===== config.mk =====
export PLATFORM = sky130hd
export DESIGN_NAME = cla16_bist
export DESIGN_NICKNAME = d
export VERILOG_FILES = /design/src/rtl/cla16_bist.sv
export SDC_FILE = /design/constraint.sdc
export NUM_CORES = 1
export LEC_CHECK = 0
export CAP_MARGIN = 20
export CORE_MARGIN = 5
export CORE_UTILIZATION = 33
export CTS_BUF_LIST = sky130_fd_sc_hd__clkbuf_4 sky130_fd_sc_hd__clkbuf_8 sky130_fd_sc_hd__clkbuf_16
export CTS_CLUSTER_DIAMETER = 200
export DETAILED_ROUTE_END_ITERATION = 6
export HOLD_SLACK_MARGIN = 0.12
export SYNTH_ARGS = -nofsm -noshare
export SYNTH_HDL_FRONTEND = slang
export SYNTH_SLANG_ARGS = --single-unit

===== constraint.sdc =====
create_clock -name clk -period 6.1 [get_ports clk]
set_input_delay 0.61 -clock clk [delete_from_list [all_inputs] [get_ports clk]]
set_output_delay 0.61 -clock clk [all_outputs]
set_load 0.005 [all_outputs]

===== src/rtl/cla16_bist.sv =====
// cla16_bist: self-test engine for a 16-bit CLA adder. It drives vectors, compares the responses
// with a golden sum and reports mismatches. Define CLA16_BIST_MISR_EN to add a 32-bit response signature.
module cla16_bist #(
    parameter int unsigned NUM_VECTORS = 1024,
    parameter int unsigned DUT_LATENCY = 0,
    parameter logic [32:0] SEED        = 33'h1_2345_6789
) (
    input  logic        clk,
    input  logic        rst,
    input  logic        start,
    output logic [15:0] dut_in1,
    output logic [15:0] dut_in2,
    output logic        dut_cin,
    input  logic [15:0] dut_sum,
    input  logic        dut_cout,
    output logic        busy,
    output logic        done,
    output logic        pass,
    output logic [15:0] err_count,
    output logic [15:0] fail_idx,
    output logic [16:0] fail_got
`ifdef CLA16_BIST_MISR_EN
    ,
    output logic [31:0] signature
`endif
);
    localparam int unsigned DEPTH      = DUT_LATENCY + 1;
    localparam int unsigned TAIL       = DEPTH - 1;
    localparam logic [15:0] LAST_IDX   = 16'(NUM_VECTORS - 1);
    localparam logic [15:0] DRAIN_LAST = 16'(DUT_LATENCY);

    typedef enum logic [1:0] {IDLE, RUN, DRAIN, DONE} state_t;

    state_t      state_reg, state_next;
    logic [15:0] idx_reg, drain_reg;
    logic [32:0] lfsr_reg, lfsr_next, vec_next;
    logic [16:0] exp_next, got;
    logic [15:0] err_count_reg, fail_idx_reg;
    logic [16:0] fail_got_reg;
    logic        first_reg, pass_reg;
    logic        start_run, cmp_vld, mismatch;

    // Expected result, vector index and valid bit travel together to the compare point
    logic [16:0] pipe_exp [DEPTH];
    logic [15:0] pipe_idx [DEPTH];
    logic        pipe_vld [DEPTH];

    // Fixed corner vectors packed as {cin, B, A}, matching the LFSR layout
    function automatic logic [32:0] corner_vec(input logic [2:0] i);
        case (i)
            3'd0:    corner_vec = {1'b0, 16'h0000, 16'h0000};
            3'd1:    corner_vec = {1'b0, 16'h0001, 16'hFFFF};
            3'd2:    corner_vec = {1'b1, 16'h0000, 16'hFFFF};
            3'd3:    corner_vec = {1'b1, 16'hFFFF, 16'hFFFF};
            3'd4:    corner_vec = {1'b0, 16'h8000, 16'h8000};
            3'd5:    corner_vec = {1'b1, 16'hAAAA, 16'h5555};
            3'd6:    corner_vec = {1'b1, 16'h1E78, 16'h030C};
            default: corner_vec = {1'b0, 16'h0011, 16'h000C};
        endcase
    endfunction

    assign start_run = (state_reg == IDLE) && start;
    assign vec_next  = (idx_reg < 16'd8) ? corner_vec(idx_reg[2:0]) : lfsr_reg;
    assign lfsr_next = {lfsr_reg[31:0], lfsr_reg[32] ^ lfsr_reg[19]};
    assign exp_next  = {1'b0, vec_next[15:0]} + {1'b0, vec_next[31:16]} + 17'(vec_next[32]);

    always_ff @(posedge clk or posedge rst) begin
        if (rst) begin
            state_reg <= IDLE;
        end else begin
            state_reg <= state_next;
        end
    end

    always_comb begin
        state_next = state_reg;
        case (state_reg)
            IDLE:    if (start) state_next = RUN;
            RUN:     if (idx_reg == LAST_IDX) state_next = DRAIN;
            DRAIN:   if (drain_reg == DRAIN_LAST) state_next = DONE;
            default: state_next = IDLE;
        endcase
    end

    always_ff @(posedge clk or posedge rst) begin
        if (rst) begin
            idx_reg   <= '0;
            drain_reg <= '0;
            lfsr_reg  <= SEED;
            dut_in1   <= '0;
            dut_in2   <= '0;
            dut_cin   <= 1'b0;
        end else begin
            case (state_reg)
                IDLE: begin
                    if (start) begin
                        idx_reg  <= '0;
                        lfsr_reg <= SEED;
                    end
                end
                RUN: begin
                    {dut_cin, dut_in2, dut_in1} <= vec_next;
                    idx_reg   <= idx_reg + 16'd1;
                    drain_reg <= '0;
                    if (idx_reg >= 16'd8) lfsr_reg <= lfsr_next;
                end
                DRAIN: drain_reg <= drain_reg + 16'd1;
                default: ;
            endcase
        end
    end

    always_ff @(posedge clk or posedge rst) begin
        if (rst) begin
            pipe_exp[0] <= '0;
            pipe_idx[0] <= '0;
            pipe_vld[0] <= 1'b0;
        end else begin
            pipe_exp[0] <= exp_next;
            pipe_idx[0] <= idx_reg;
            pipe_vld[0] <= (state_reg == RUN);
        end
    end

    generate
        for (genvar gi = 1; gi < DEPTH; gi++) begin : g_pipe
            always_ff @(posedge clk or posedge rst) begin
                if (rst) begin
                    pipe_exp[gi] <= '0;
                    pipe_idx[gi] <= '0;
                    pipe_vld[gi] <= 1'b0;
                end else begin
                    pipe_exp[gi] <= pipe_exp[gi-1];
                    pipe_idx[gi] <= pipe_idx[gi-1];
                    pipe_vld[gi] <= pipe_vld[gi-1];
                end
            end
        end
    endgenerate

    assign got      = {dut_cout, dut_sum};
    assign cmp_vld  = pipe_vld[TAIL];
    assign mismatch = cmp_vld && (got != pipe_exp[TAIL]);

    always_ff @(posedge clk or posedge rst) begin
        if (rst) begin
            err_count_reg <= '0;
            fail_idx_reg  <= '0;
            fail_got_reg  <= '0;
            first_reg     <= 1'b0;
            pass_reg      <= 1'b0;
        end else if (start_run) begin
            err_count_reg <= '0;
            fail_idx_reg  <= '0;
            fail_got_reg  <= '0;
            first_reg     <= 1'b0;
            pass_reg      <= 1'b0;
        end else begin
            if (mismatch) begin
                if (err_count_reg != 16'hFFFF) err_count_reg <= err_count_reg + 16'd1;
                if (!first_reg) begin
                    first_reg    <= 1'b1;
                    fail_idx_reg <= pipe_idx[TAIL];
                    fail_got_reg <= got;
                end
            end
            if (state_reg == DONE) pass_reg <= (err_count_reg == 16'd0);
        end
    end

    // The final compare lands on the edge entering DONE, so pass is taken live during that cycle
    assign busy      = (state_reg == RUN) || (state_reg == DRAIN);
    assign done      = (state_reg == DONE);
    assign pass      = done ? (err_count_reg == 16'd0) : pass_reg;
    assign err_count = err_count_reg;
    assign fail_idx  = fail_idx_reg;
    assign fail_got  = fail_got_reg;

`ifdef CLA16_BIST_MISR_EN
    localparam logic [31:0] MISR_POLY = 32'h0040_0007;
    logic [31:0] misr_reg;

    always_ff @(posedge clk or posedge rst) begin
        if (rst) begin
            misr_reg <= 32'hFFFF_FFFF;
        end else if (start_run) begin
            misr_reg <= 32'hFFFF_FFFF;
        end else if (cmp_vld) begin
            misr_reg <= {misr_reg[30:0], 1'b0} ^ (misr_reg[31] ? MISR_POLY : 32'h0) ^ {15'b0, got};
        end
    end

    assign signature = misr_reg;
`endif

endmodule


==> results by group, run 1 <==
Power and ir drop
  – Combinational share of power: 46.0%
  – PD cells: 481.7 mW/mm^2
  – Switching part of the total: 39.06%
  – Sw power: 2.065 mW
  – Sequential power share: 33.5%
  – P_leak: 4.754 nW
  – Clock share of power: 20.5%
  – Cell Int Power: 3.221 mW
  – Peak supply drop: 245.9 uV

CTS
  – CTS buffer count: 17
  – # hold bufs at CTS: 0
  – Max Buffers Root-to-Sink: 2
  – Post-CTS Repair Setup Buffers: 0
  – Worst-path clk slew: 0.07 ns
  – H-tree depth: 4
  – CTS tree: done
  – Clk Tree Root Cell: clkbuf_16
  – Clock latency on the worst-skew pair: 0.44 ns
  – Clock sink count: 185
  – CTS resizes: 0

Worst setup path
  – Critical Path RT: 6.42 ns
  – CP Capture Type: flip-flop
  – R2R setup slack: 1.55 ns
  – WP data arrival: 4.87 ns
  – Reg2reg end: pipe_exp[14]
  – Crit path launch type: flip-flop
  – WS Path Type: flip-flop to flip-flop
  – CP Max Fanout: 27
  – Worst r2r src: idx_reg[14]
  – Worst-case reg-to-reg path depth: 13

Yosys
  – Synth cell types: 60
  – FFs w/ async S/R, synth: 100.0%
  – Post-synth EDFFs: 0
  – Seq/Total Area, Yosys: 51.61%
  – Syn avg cell area: 10.45 sq um
  – Post-Syn Instances: 862
  – Share of the synthesized area in the top cell type: 47.24%
  – Synth Flop Type: dfrtp_1
  – Area leader, netlist: dfrtp_1
  – Syn nets: 913
  – Synthesized area: 0.009006 sq mm
  – Ys Warns: 0
  – Synth Register Bits: 185
  – Main area contributors after synthesis: dfrtp_1 47%, dfstp_2 4.4%, mux2_2 4.1%

Timing
  – Setup_tns: 0 ns
  – Unrepaired setup endpoints after global routing: false
  – Tmin final: 4.547 ns
  – Final Cycle Share: 74.54%
  – Least-Margin Pin Slew: 0.9977 ns
  – Pins Over Slew Limit: 0
  – Fmax: 0.2199 GHz
  – Fin Clk Skew: 0.01058 ns
  – Slew headroom: 33.49%
  – Final setup fails: 0
  – Hold Vio Cnt, Final: 0

GRT
  – Grt total ovfl: 0
  – First-pass GRT wire length: 37860 microns
  – Vias in the first global route: 6635
  – Overall Global Routing Usage: 15.43%
  – Initial antenna violation count: 0
  – Largest net degree at the start of global routing: 100

Min path
  – Hold_sp: idx_reg[13]
  – Hold Crit Depth: 0
  – Worst Hold Path EP: pipe_idx[13]
  – Hold Crit Class: flip-flop to flip-flop

Routing
  – DR iter-0 viols: 546
  – Wirelength per Cell: 17.82 microns
  – Post-Route WL: 23340 microns
  – Detailed Routing Iterations Pass 1: 5
  – Via count: 6906
  – Final ANT Viol Nets: 0
  – Vias per Instance: 5.272
  – DR DRC count: 0

Placed design
  – Gpl congestion: 0.8823
  – PortBufs: 104
  – Placed Instances: 1279
  – Post-DP HPWL: 16650 microns
  – Cell Area, Placed: 0.01041 sq mm

Layout
  – Layout Area Growth over Synthesis: 21.84%
  – NumNets Final: 1008
  – Layout Cells excl Fill: 1310
  – Design Area, Final: 0.01097 sq mm
  – Ant diodes: 0
  – Share of cells above drive strength 1: 10.11%
  – Max FFs per register: 33

Floorplanning
  – Total die area: 0.03070 sq mm
  – Num ports: 105
  – Core area: 0.02695 sq mm
  – Die width: 175.2 microns
  – Die H: 175.2 microns
  – Starting Density: 33.42%
  – Row count: 60

Job
  – Max Cap Viol: 0

Run status
  – Status: completed
power by group through the flow:
stage / registers [mW] / clock network, mW / logic (mW)
2_1_floorplan: 1.71 / 0 / 1.60
3_3_place_gp: 1.79 / 0 / 2.39
3_5_place_dp: 1.79 / 0 / 2.41
4_1_cts: 1.77 / 1.10 / 2.43
5_1_grt: 1.81 / 1.16 / 2.68
6_report: 1.77 / 1.08 / 2.43
worst max-delay path by stage:
stage	cells after the start	slack [ns]	endpoint	startpoint
after floorplan	1	0.49	cmp_vld	rst
after global placement	13	1.81	pipe_exp[14]	idx_reg[14]
after detailed placement	13	1.63	pipe_exp[14]	idx_reg[14]
after CTS	13	1.63	pipe_exp[14]	idx_reg[14]
after global routing	13	1.30	pipe_exp[14]	idx_reg[14]
final	13	1.55	pipe_exp[14]	idx_reg[14]
stage by stage:
step                setup WS [ns]  hold slack (ns)  power [mW]  utilization (%)
finish                      1.553           0.4366       5.285            40.71
global route                1.301           0.4377       5.651            40.71
CTS                         1.626           0.4298       5.311            40.71
detailed placement          1.635           0.4062       4.205            38.62
global placement            1.809           0.4002       4.186            38.62
floorplan                  0.4861           0.3519       3.313                -
kinds of logic after synthesis:
logic type	synth area share, %
AO/OA/AOI/OAI	13.07
XOR/XNOR	4.765
adder cells (fa/ha/maj)	4.474
buffers and inverters	2.598
flip-flops	51.61
multiplexers	6.460
AND/OR/NAND/NOR	17.02
area by class of cell:
type	count	area (sq um)
inverters	22	87.58
repair buffers	113	1109
clock inverters	12	117.6
fillers	2582	15980
multi-input cells	618	4138
well taps	341	426.7
clock buffers	19	446.7
flip-flops and latches	185	4648
layer usage:
metal	wire length (microns)	vias to the layer above	global-route usage (%)
li1	-	3276	-
met1	11060	3411	22.45
met2	10850	192	23.16
met3	1017	27	3.332
met4	416	0	4.452
met5	0	-	0
critical path, cell delays in order (launching register included):
cell      delay (ns)
dfrtp_1         0.41
nor4_1          0.48
and4_1          0.90
nand2_1         0.35
o22a_1          0.32
fa_1            0.42
inv_1           0.09
fa_1            0.20
nor2b_1         0.07
o31a_1          0.26
or3_1           0.32
a21oi_1         0.28
nor4bb_1        0.09
a211o_1         0.24
synthesized netlist by cell type (6+ instances only):
master    number
dfrtp_1      170
nor2_1        80
nand2_1       72
nand3_1       52
o21ai_0       46
a21oi_1       35
mux2_2        33
xnor2_1       30
ha_1          29
clkbuf_1      26
a22o_1        22
inv_1         22
mux2i_1       21
o21a_1        20
xor2_1        19
nand4_1       16
dfstp_2       15
nor3_1        13
or3_1         12
nor4_1        11
a21o_1        10
buf_2         10
nor2b_1       10
o31ai_1        7
o211ai_1       6
layout by cell type, fill, tap and decap left out, drive strengths merged, types with 10 or more instances in the layout:
cell and count:
nor2 81, nor4 13, nand4 17, clkdlybuf4s50 104, nor3 13, mux2i 21
nor2b 10, a21o 10, or3 12, o21a 20, nand3 52, clkbuf 19
nand2 72, dfrtp 170, xnor2 30, ha 29, a21oi 35, mux2 33
a22o 22, o21ai 49, inv 25, dfstp 15, xor2 19
Note: power is estimated with default switching activity, not from simulation.
==> inputs of run 2 (changes only) <==
clock period = 4.5 ns   (was 6.1 ns; I/O delays follow)
==> run 2 against run 1 <==
Against the previous run: power up 36%; worst hold slack got worse by 0.18 ns; global-route usage down 0.43 points; critical path type unchanged; critical endpoint is now pipe_exp[16]; highest routed layer unchanged.
==> results by group, run 2 (synthesis gave the netlist of run 1 again) <==
Run status
  – Status: completed

Floorplanning
  – Num ports: 105 (unchanged)
  – Total die area: 0.03070 sq mm (unchanged)
  – Core area: 0.02695 sq mm (unchanged)
  – Row count: 60 (unchanged)
  – Starting Density: 33.42% (unchanged)
  – Die width: 175.2 microns (unchanged)
  – Die H: 175.2 microns (unchanged)

Power and ir drop
  – Cell Int Power: 4.406 mW (+37%)
  – P_leak: 4.783 nW (+0.62%)
  – Sw power: 2.783 mW (+35%)
  – Sequential power share: 33.3% (-0.2 points)
  – Final Power: 7.189 mW (+36%)
  – Clock share of power: 21.1% (+0.6 points)
  – Combinational share of power: 45.6% (-0.4 points)
  – PD cells: 649.8 mW/mm^2 (+35%)
  – Switching part of the total: 38.72% (-0.35 points)
  – Peak supply drop: 340.7 uV (+39%)

GRT
  – Grt total ovfl: 0 (unchanged)
  – First-pass GRT wire length: 37230 microns (-1.7%)
  – Largest net degree at the start of global routing: 70 (-30%)
  – Initial antenna violation count: 0 (unchanged)
  – Overall Global Routing Usage: 15.00% (-0.43 points)
  – Vias in the first global route: 6606 (-0.44%)

Worst setup path
  – CP Max Fanout: 8 (-70%)
  – Critical Path RT: 4.84 ns (-1.58 ns)
  – WS Path Type: flip-flop to flip-flop
  – CP Capture Type: flip-flop
  – WP data arrival: 4.44 ns (-0.43 ns)
  – Crit path launch type: flip-flop

Timing
  – Final Cycle Share: 91.09% (+17 points)
  – Final worst slack: 0.4009 ns (-1.152 ns)
  – Tmin final: 4.099 ns (-0.4476 ns)
  – Fin Clk Skew: 0.01582 ns (+0.005239 ns)
  – Hold WS: 0.2536 ns (-0.1830 ns)
  – Unrepaired setup endpoints after global routing: false
  – Fmax: 0.2440 GHz (+11%)
  – Final setup fails: 0 (unchanged)
  – Setup_tns: 0 ns (unchanged)
  – Slew headroom: 42.30% (+8.8 points)
  – Least-Margin Pin Slew: 0.8623 ns (-0.1353 ns)
  – Pins Over Slew Limit: 0 (unchanged)
  – Hold Vio Cnt, Final: 0 (unchanged)

Routing
  – Vias per Instance: 5.141 (-2.5%)
  – DR DRC count: 0 (unchanged)
  – DR iter-0 viols: 659 (+21%)
  – Post-Route WL: 22810 microns (-2.3%)
  – Wirelength per Cell: 17.33 microns (-2.7%)
  – Detailed Routing Iterations Pass 1: 5 (unchanged)
  – Final ANT Viol Nets: 0 (unchanged)
  – Via count: 6765 (-2.0%)

CTS
  – Max Buffers Root-to-Sink: 2 (unchanged)
  – H-tree depth: 4 (unchanged)
  – Clock latency on the worst-skew pair: 0.44 ns (about the same)
  – # hold bufs at CTS: 0 (unchanged)
  – Worst-path clk slew: 0.07 ns (about the same)
  – Clock sink count: 185 (unchanged)
  – CTS buffer count: 17 (unchanged)
  – CTS tree: done
  – CTS resizes: 0 (unchanged)
  – Clk Tree Root Cell: clkbuf_16
  – Post-CTS Repair Setup Buffers: 0 (unchanged)

Min path
  – Hold Crit Class: input pin to async pin

Layout
  – Layout Area Growth over Synthesis: 22.84%
  – Max FFs per register: 33 (unchanged)
  – NumNets Final: 1013 (+0.50%)
  – Commonest non-fill, non-tap cells in the layout: 170 x dfrtp_1, 104 x clkdlybuf4s50_1, 80 x nor2_1
  – Ant diodes: 0 (unchanged)
  – Share of cells above drive strength 1: 10.67% (+0.55 points)
  – Commonest non-fill, non-tap cell in the layout: dfrtp_1

Placed design
  – Gpl congestion: 0.8559 (-3.0%)
  – PortBufs: 104 (unchanged)
  – DP Worst Slack: 0.4546 ns (-1.180 ns)
  – Post-DP HPWL: 16690 microns (+0.24%)

Job
  – Max Cap Viol: 0 (unchanged)
-- run 2: cell types whose count changed in the layout (fill, tap and decap cells not counted), sizes merged --
cell,before,now
clkinv,7,3
buf,9,14
clkbuf,19,17
clkinvlp,1,5
inv,25,27
bufinv,1,2
-- run 2: final timing paths --
path	to	cells after the start	from	slack, ns
worst min register to register	pipe_idx[15]	0	idx_reg[15]	0.43
max in group asynchronous	err_count[8]	4	rst	3.27
min in group clk	pipe_idx[15]	0	idx_reg[15]	0.43
worst min-delay path	fail_idx[12]	2	rst	0.25
worst max register to register	pipe_exp[16]	15	idx_reg[1]	0.40
worst max-delay path	pipe_exp[16]	15	idx_reg[1]	0.40
-- run 2: area by class of cell --
cell class	instances	area, sq um
clock buffer	17	425.4
clock inverter	15	167.7
fill	2577	15890
inverter	22	86.33
multi-input combinational	618	4138
sequential	185	4648
tap	341	426.7
timing repair buffer	118	1171
-- run 2: power by group through the flow --
stage / registers (mW) / logic (mW) / clock network [mW]
6_report: 2.39 / 3.28 / 1.52
5_1_grt: 2.44 / 3.60 / 1.63
4_1_cts: 2.40 / 3.28 / 1.56
3_5_place_dp: 2.42 / 3.25 / 0
3_3_place_gp: 2.42 / 3.23 / 0
2_1_floorplan: 2.32 / 2.17 / 0
-- run 2: per-layer routing --
layer  global-route usage [%]  wire [microns]  vias up
li1                         -               -     3290
met1                    21.56           11000     3299
met2                    23.10           10430      148
met3                    3.159            1016       28
met4                    3.928             364        0
met5                        0               0        -
-- run 2: critical path, stage by stage (launching register included) --
cell and delay (ns):
dfrtp_1 0.48, inv_1 0.14, ha_1 0.27, nor2_1 0.23, o21ai_0 0.18, and2_1 0.27, a21oi_1 0.25, fa_1 0.26
inv_1 0.06, fa_1 0.39, nor2b_1 0.17, o31a_1 0.18, o21ai_1 0.09, a211o_1 0.32, or4b_1 0.51, a31oi_1 0.18
-- run 2: per-stage QoR --
step                      utilization, %  cell area, sq um  instances
after detailed placement           38.77             10450       1283
after global routing               41.05             11060       1316
after global placement             38.77             10450       1283
after CTS                          40.97             11040       1315
after floorplan                        -              9010        862
final                              41.05             11060       1316
